$ cat src/rtl/line_buffer_pkg.sv
// line_buffer_pkg: shared state encoding, pixel/column types and column slot indices
// for the line-buffer sequencer.
package line_buffer_pkg;

   localparam int PXL_CHANNEL_DEF = 8;

   localparam int COL_TOP = 2;
   localparam int COL_MID = 1;
   localparam int COL_BOT = 0;

   typedef enum logic [1:0] {
      IDLE  = 2'd0,
      RUN   = 2'd1,
      DRAIN = 2'd2
   } lb_state_e;

   typedef logic [2:0][PXL_CHANNEL_DEF-1:0] pixel_t;
   typedef pixel_t [2:0] column_t;

endpackage

$ cat src/rtl/line_buffer_ctrl_raster_counter.sv
// raster_counter: x/y position of the next raster pixel, with frame-restart preload,
// row/frame wrap and synchronous clear.
module raster_counter #(
   parameter int IMG_WIDTH  = 640,
   parameter int IMG_HEIGHT = 480,
   parameter int AW         = 10,
   parameter int YW         = 9
) (
   input  logic          i_clk,
   input  logic          i_rst_n,
   input  logic          i_clr,
   input  logic          i_restart,
   input  logic          i_adv,
   output logic [AW-1:0] o_x,
   output logic [YW-1:0] o_y,
   output logic          o_last,
   output logic          o_eol
);

   logic [AW-1:0] r_x, w_x_base, w_x_nxt;
   logic [YW-1:0] r_y, w_y_base, w_y_nxt;

   // A restart treats the current beat as pixel (0,0) before advancing past it.
   always_comb begin
      w_x_base = r_x;
      w_y_base = r_y;
      w_x_nxt  = r_x;
      w_y_nxt  = r_y;
      if (i_restart) begin
         w_x_base = {AW{1'b0}};
         w_y_base = {YW{1'b0}};
      end else begin
         w_x_base = r_x;
         w_y_base = r_y;
      end
      if (i_clr) begin
         w_x_nxt = {AW{1'b0}};
         w_y_nxt = {YW{1'b0}};
      end else if (i_adv) begin
         if (w_x_base == AW'(IMG_WIDTH - 1)) begin
            w_x_nxt = {AW{1'b0}};
            if (w_y_base == YW'(IMG_HEIGHT - 1)) begin
               w_y_nxt = {YW{1'b0}};
            end else begin
               w_y_nxt = w_y_base + YW'(1);
            end
         end else begin
            w_x_nxt = w_x_base + AW'(1);
            w_y_nxt = w_y_base;
         end
      end else begin
         w_x_nxt = w_x_base;
         w_y_nxt = w_y_base;
      end
   end

   always_ff @(posedge i_clk or negedge i_rst_n) begin
      if (!i_rst_n) begin
         r_x <= {AW{1'b0}};
         r_y <= {YW{1'b0}};
      end else begin
         r_x <= w_x_nxt;
         r_y <= w_y_nxt;
      end
   end

   assign o_x    = r_x;
   assign o_y    = r_y;
   assign o_eol  = (r_x == AW'(IMG_WIDTH - 1));
   assign o_last = o_eol && (r_y == YW'(IMG_HEIGHT - 1));

endmodule

$ cat src/rtl/line_buffer_ctrl.sv
// line_buffer_ctrl: sequences two cascaded line RAMs and emits one vertical 3-pixel column
// per accepted pixel. Macro LB_CTRL_DRAIN_EN adds a DRAIN pass that flushes the last row.
module line_buffer_ctrl
   import line_buffer_pkg::*;
#(
   parameter int  PXL_CHANNEL = PXL_CHANNEL_DEF,
   parameter int  IMG_WIDTH   = 640,
   parameter int  IMG_HEIGHT  = 480,
   localparam int AW          = $clog2(IMG_WIDTH),
   localparam int YW          = $clog2(IMG_HEIGHT),
   localparam int PYW         = YW + 1
) (
   input  logic                               i_clk,
   input  logic                               i_rst_n,
   input  logic                               i_valid,
   input  logic                               i_sof,
   input  logic [2:0][PXL_CHANNEL-1:0]        i_pixel,
   output logic                               o_ready,
   output logic                               o_lb0_we,
   output logic [AW-1:0]                      o_lb0_waddr,
   output logic [2:0][PXL_CHANNEL-1:0]        o_lb0_wdata,
   output logic                               o_lb1_we,
   output logic [AW-1:0]                      o_lb1_waddr,
   output logic [2:0][PXL_CHANNEL-1:0]        o_lb1_wdata,
   output logic [AW-1:0]                      o_rd_addr,
   input  logic [2:0][PXL_CHANNEL-1:0]        i_lb0_rdata,
   input  logic [2:0][PXL_CHANNEL-1:0]        i_lb1_rdata,
   output logic                               o_col_valid,
   output logic [2:0][2:0][PXL_CHANNEL-1:0]   o_col,
   output logic [AW-1:0]                      o_col_x,
   output logic [YW-1:0]                      o_col_y,
   output logic                               o_eol,
   output logic                               o_frame_done,
   output logic                               o_err
);

   lb_state_e r_state, w_state_nxt;

   logic w_acc, w_pix_acc, w_drain_px, w_restart, w_err;
   logic w_adv, w_clr, w_last, w_eol_x, w_frame_end, w_col_ok;
   logic [AW-1:0] w_cnt_x, w_px;
   logic [YW-1:0] w_cnt_y, w_py;

   logic                        r_p_valid;
   logic                        r_p_last;
   logic [AW-1:0]               r_p_x;
   logic [PYW-1:0]              r_p_y;
   logic [2:0][PXL_CHANNEL-1:0] r_p_pix;

   assign o_ready = (r_state != DRAIN);
   assign w_acc   = i_valid & o_ready;

   raster_counter #(
      .IMG_WIDTH  (IMG_WIDTH),
      .IMG_HEIGHT (IMG_HEIGHT),
      .AW         (AW),
      .YW         (YW)
   ) u_raster_counter (
      .i_clk     (i_clk),
      .i_rst_n   (i_rst_n),
      .i_clr     (w_clr),
      .i_restart (w_restart),
      .i_adv     (w_adv),
      .o_x       (w_cnt_x),
      .o_y       (w_cnt_y),
      .o_last    (w_last),
      .o_eol     (w_eol_x)
   );

   // State register.
   always_ff @(posedge i_clk or negedge i_rst_n) begin
      if (!i_rst_n) begin
         r_state <= IDLE;
      end else begin
         r_state <= w_state_nxt;
      end
   end

   // Next state and per-beat control strobes.
   always_comb begin
      w_state_nxt = r_state;
      w_pix_acc   = 1'b0;
      w_drain_px  = 1'b0;
      w_restart   = 1'b0;
      w_err       = 1'b0;
      w_adv       = 1'b0;
      w_clr       = 1'b0;
      case (r_state)
         IDLE: begin
            if (w_acc && i_sof) begin
               w_pix_acc   = 1'b1;
               w_restart   = 1'b1;
               w_adv       = 1'b1;
               w_state_nxt = RUN;
            end else begin
               w_state_nxt = IDLE;
            end
         end
         RUN: begin
            if (w_acc && i_sof) begin
               w_pix_acc   = 1'b1;
               w_restart   = 1'b1;
               w_adv       = 1'b1;
               w_err       = 1'b1;
               w_state_nxt = RUN;
            end else if (w_acc) begin
               w_pix_acc = 1'b1;
               w_adv     = 1'b1;
               if (w_last) begin
`ifdef LB_CTRL_DRAIN_EN
                  w_state_nxt = DRAIN;
`else
                  w_state_nxt = IDLE;
`endif
               end else begin
                  w_state_nxt = RUN;
               end
            end else begin
               w_state_nxt = RUN;
            end
         end
         DRAIN: begin
            w_drain_px = 1'b1;
            w_adv      = 1'b1;
            if (w_eol_x) begin
               w_clr       = 1'b1;
               w_state_nxt = IDLE;
            end else begin
               w_state_nxt = DRAIN;
            end
         end
         default: begin
            w_state_nxt = IDLE;
         end
      endcase
   end

   assign w_px = w_restart ? {AW{1'b0}} : w_cnt_x;
   assign w_py = w_restart ? {YW{1'b0}} : w_cnt_y;

`ifdef LB_CTRL_DRAIN_EN
   assign w_frame_end = w_drain_px & w_eol_x;
`else
   assign w_frame_end = w_pix_acc & ~w_restart & w_last;
`endif

   assign o_lb0_we    = w_pix_acc;
   assign o_lb0_waddr = w_px;
   assign o_lb0_wdata = i_pixel;
   assign o_rd_addr   = w_px;

   assign o_lb1_we    = r_p_valid;
   assign o_lb1_waddr = r_p_x;
   assign o_lb1_wdata = i_lb0_rdata;

   // Stage P: holds the accepted (or drain) pixel while the RAM read returns.
   always_ff @(posedge i_clk or negedge i_rst_n) begin
      if (!i_rst_n) begin
         r_p_valid <= 1'b0;
         r_p_last  <= 1'b0;
         r_p_x     <= {AW{1'b0}};
         r_p_y     <= {PYW{1'b0}};
         r_p_pix   <= '0;
      end else begin
         r_p_valid <= w_pix_acc | w_drain_px;
         r_p_last  <= w_frame_end;
         r_p_x     <= w_px;
         r_p_y     <= w_drain_px ? PYW'(IMG_HEIGHT) : {1'b0, w_py};
         r_p_pix   <= w_drain_px ? '0 : i_pixel;
      end
   end

   // A restart kills the old frame's column still sitting in stage P.
   assign w_col_ok = r_p_valid & (r_p_y >= PYW'(2)) & ~w_err;

   // Output column register.
   always_ff @(posedge i_clk or negedge i_rst_n) begin
      if (!i_rst_n) begin
         o_col_valid  <= 1'b0;
         o_col        <= '0;
         o_col_x      <= {AW{1'b0}};
         o_col_y      <= {YW{1'b0}};
         o_eol        <= 1'b0;
         o_frame_done <= 1'b0;
         o_err        <= 1'b0;
      end else begin
         o_col_valid      <= w_col_ok;
         o_col[COL_TOP]   <= i_lb1_rdata;
         o_col[COL_MID]   <= i_lb0_rdata;
         o_col[COL_BOT]   <= r_p_pix;
         o_col_x          <= r_p_x;
         o_col_y          <= YW'(r_p_y - PYW'(1));
         o_eol            <= w_col_ok & (r_p_x == AW'(IMG_WIDTH - 1));
         o_frame_done     <= w_col_ok & r_p_last;
         o_err            <= w_err;
      end
   end

endmodule
$ cat config.mk
export PLATFORM = sky130hd
export DESIGN_NAME = line_buffer_ctrl
export DESIGN_NICKNAME = d
export VERILOG_FILES = /design/src/rtl/line_buffer_pkg.sv /design/src/rtl/line_buffer_ctrl_raster_counter.sv /design/src/rtl/line_buffer_ctrl.sv
export SDC_FILE = /design/constraint.sdc
export NUM_CORES = 1
export LEC_CHECK = 0
export ABC_AREA = 1
export CAP_MARGIN = 10
export CORE_MARGIN = 2
export CORE_UTILIZATION = 29
export DETAILED_ROUTE_END_ITERATION = 10
export SYNTH_ARGS = -nofsm -noshare
export SYNTH_HDL_FRONTEND = slang
export SYNTH_SLANG_ARGS = --single-unit
$ cat constraint.sdc
create_clock -name i_clk -period 1.9 [get_ports i_clk]
set_input_delay 0.38 -clock i_clk [delete_from_list [all_inputs] [get_ports i_clk]]
set_output_delay 0.38 -clock i_clk [all_outputs]
set_load 0.01 [all_outputs]
==> implementation parameters <==
Parameter                              Value

Placed design
  Post-place setup slack    -0.496 ns
  Number of cells in the design after placement    1026
  HPWL after detailed placement    10.9 mm
  Port-buffer cells    between 200 and 300
  RD Place Congestion    0.867

Power and ir drop
  Clock network power share    0.425
  Internal Dissipation    6.33 mW
  Comb power frac    0.130
  Peak supply drop    between 0.4 and 0.5 mV
  Static leakage    4.55 nW
  Areal power density over the cells    857 nW/um^2
  Net Sw Frac    0.234
  Sequential Power Share    0.445
  Total power of the final layout    8.26 mW
  Switching power    1.93 mW

Timing
  Final-report max-slew violation count    0
  Post-route clock period utilization    1.02
  Worst Tran Pin Value    just under 0.6 ns
  Total count of hold-check failures in the final report    0
  Final period demand of the worst path    1.94 ns
  Final count of negative-setup-slack endpoints    14
  Setup repair after global routing missed its margin    yes
  Crit path setup slack, layout    -0.0372 ns
  Max frequency    516 MHz
  Clock Skews    roughly 0.013 ns
  Max-slew headroom at the worst pin    0.599

Global routing
  Number of antenna violations at the first check in global routing    0
  Number of global-route vias before repair    roughly 4400
  Wire length of the first global-routing pass    23.2 mm
  Total Routing Usage GR    0.138
  Pin count of the biggest net entering global routing    53
  Total congestion overflow    0

Layout
  Non-filler instance count after layout    1075
  Fraction of layout instances using a drive strength above 1    0.209
  Ant. Diodes    0
  Number of nets in the layout    about 870
  Most common cell after layout, fill and taps aside    sky130_fd_sc_hd__clkdlybuf4s50_1
  Top library cells by usage in the layout, fill and taps aside    sky130_fd_sc_hd__clkdlybuf4s50_1 (226), sky130_fd_sc_hd__dfrtp_1 (161), sky130_fd_sc_hd__nor2_1 (65)
  Syn-to-layout area delta    63.5%
  Fillers    1810

Clocking
  Register clock-pin slew on the reported worst setup and hold paths    ~0.060 ns
  Cell chosen for the clock root    sky130_fd_sc_hd__clkbuf_16
  CTS sink cnt    161
  Number of buffers created by CTS    17
  CTS tree    built
  Maximum level of the CTS H-tree    4
  Number of buffers on the longest clock path    2
  Clock latency reported for the late side of the worst-skew pair    0.42 ns

Yosys
  Number of distinct standard cells referenced by the synthesized netlist    32
  Post-Synthesis Net Count    602
  Syn Area/Cell    11.3 sq um
  Number of storage elements in the synthesis netlist    between 150 and 200
  Register area share after synthesis    0.684
  Number of standard cells after synthesis    522
  Number of synthesis warnings    0
  Netlist Area Pre-Place    5890 sq um

Floorplan
  Die height    ~150 microns
  Top Ports    252
  Area inside the core boundary    20100 sq um
  Total die area    about 21000 sq um
  Initial core utilization    0.293
  Die width    147 microns
  Row Count    52

Worst setup path
  Critical path arrival    2.24 ns
  Number of buffer and inverter instances along the worst setup path    5
  Critical path endpoint category    flip-flop
  Worst path slowest cell    sky130_fd_sc_hd__dfrtp_1
  Endpoint required time on the critical path    2.20 ns
  Setup Crit Path Kind    flip-flop to flip-flop
  Top cell family by delay on the critical path    simple AND/OR/NAND/NOR gates
  Cells traversed along the worst timing path    inv_2 > buf_6 > nand3_4 > buf_4 > nand2_1 > inv_2 > ha_4 > nand3_4 > nor2_4 > nand2_4 > nand2_4 > nand2_2 > o21ai_1 > inv_1
  Largest fanout on the critical path    4
  Startpoint type of the worst setup path    flip-flop
  Maximum cell stage delay along the critical path    0.41 ns

Status
  Outcome    finished with violations
  Violated checks    setup timing

Routing
  Iteration-0 DRC count of the detailed router    243
  Sum of routed wire length over all layers    14.6 mm
  Wirelength per Cell    13.6 microns
  Via Count    4355
  Iteration count of the initial detailed-routing pass    4
  Detail-routed via count per cell    4.05
  Number of design rule violations left after detail routing    0
  Antenna Violating Nets Remaining    0

Flow run
  Maxcap violations    0

Min path
  Worst min-delay path category    flip-flop to flip-flop
==> power by group through the flow <==
stage               clock [mW]  combinational, mW  sequential, mW
floorplan                    0              0.285            3.79
global placement             0               1.04            3.73
detailed placement           0               1.04            3.73
CTS                       3.60               1.06            3.68
global route              3.78               1.15            3.70
finish                    3.51               1.07            3.68
==> cell type report <==
class                           instances  area, sq um  area share
Clock buffer                           19          443      0.0460
Inverter                               72          288      0.0299
Timing Repair Buffer                  314         3040       0.315
Multi-Input combinational cell        226         1330       0.138
Tap cell                              270          338      0.0351
Sequential cell                       161         4030       0.418
Clock inverter                         13          174      0.0180
==> state kept, by name, summed over array words and instances (netlist names) <==
register              count
o_err                     1
o_col_y                   9
o_col_valid               1
o_eol                     1
o_frame_done              1
r_p_y                     9
r_p_pix                  24
o_lb1_we                  1
u_raster_counter.o_x     10
o_lb1_waddr              10
o_col                    72
r_state                   2
u_raster_counter.o_y      9
o_col_x                  10
r_p_last                  1
==> synth_stat cells (all sizes together) <==
| master | instances | share of area |
|---|---|---|
| buf | 62 | 0.078 |
| o21ai | 9 | 0.0083 |
| a21oi | 4 | 0.0034 |
| dfrtp | 161 | 0.68 |
| nor4 | 3 | 0.0032 |
| nand2 | 80 | 0.055 |
| a211oi | 2 | 0.0025 |
| nor3 | 9 | 0.010 |
| nand3b | 3 | 0.0038 |
| xor2 | 5 | 0.0074 |
| clkbuf | 2 | 0.0013 |
| o22ai | 1 | 0.0011 |
| or2 | 1 | 0.0015 |
| nand4 | 6 | 0.0064 |
| nor2 | 67 | 0.044 |
| nand3 | 24 | 0.026 |
| nor3b | 2 | 0.0025 |
| ha | 4 | 0.0085 |
| a31oi | 1 | 0.0011 |
| inv | 72 | 0.046 |
| xnor2 | 4 | 0.0059 |
==> repair_timing <==
action	4_1_cts	5_1_grt
gates resized for setup	104	59
hold endpoints to repair	47	0
pin swaps	7	10
gates cloned	1	0
setup buffers	9	7
hold buffers	1	0
setup endpoints to repair	31	32
==> cell families (layout without fill, tap and decap cells) <==
group,Yosys count,in the layout,synth area share
fa+ha+maj,4,4,0.00849
simple gates,195,196,0.153
compound gates,17,17,0.0163
flops,161,161,0.684
buf+inv,136,418,0.125
xor+xnor,9,9,0.0134
==> final timing paths <==
kind	start	depth (start not counted)	endpoint	slack, ns
min reg2reg	r_p_pix[0]	0	o_col[0]	0.34
min	r_p_pix[0]	0	o_col[0]	0.34
min in group asynchronous	i_rst_n	2	o_col[10]	0.48
max	r_state[1]	14	u_raster_counter.o_y[0]	-0.04
max reg2reg	r_state[1]	14	u_raster_counter.o_y[0]	-0.04
max in group asynchronous	i_rst_n	3	o_col[17]	0.82
==> routing by layer <==
metal  track usage  wire length [microns]  vias to the layer above
met5             0                      0                        -
met4        0.0558                    160                        0
met3        0.0288                    651                       11
met2         0.247                   8150                      137
met1         0.162                   5630                     2122
li1              -                      -                     2085
==> per-stage QoR <==
stage          utilization  hold slack (ns)  TNS (ns)  area, sq um
4_1_cts              0.467            0.348    -0.543         9390
6_report             0.479            0.344    -0.308         9640
5_1_grt              0.479            0.354     -2.43         9640
3_5_place_dp         0.431            0.335    -15.67         8670
2_1_floorplan            -           0.0844         0         5910
3_3_place_gp         0.431            0.331    -13.04         8670
(Power assumes the default switching activity.)
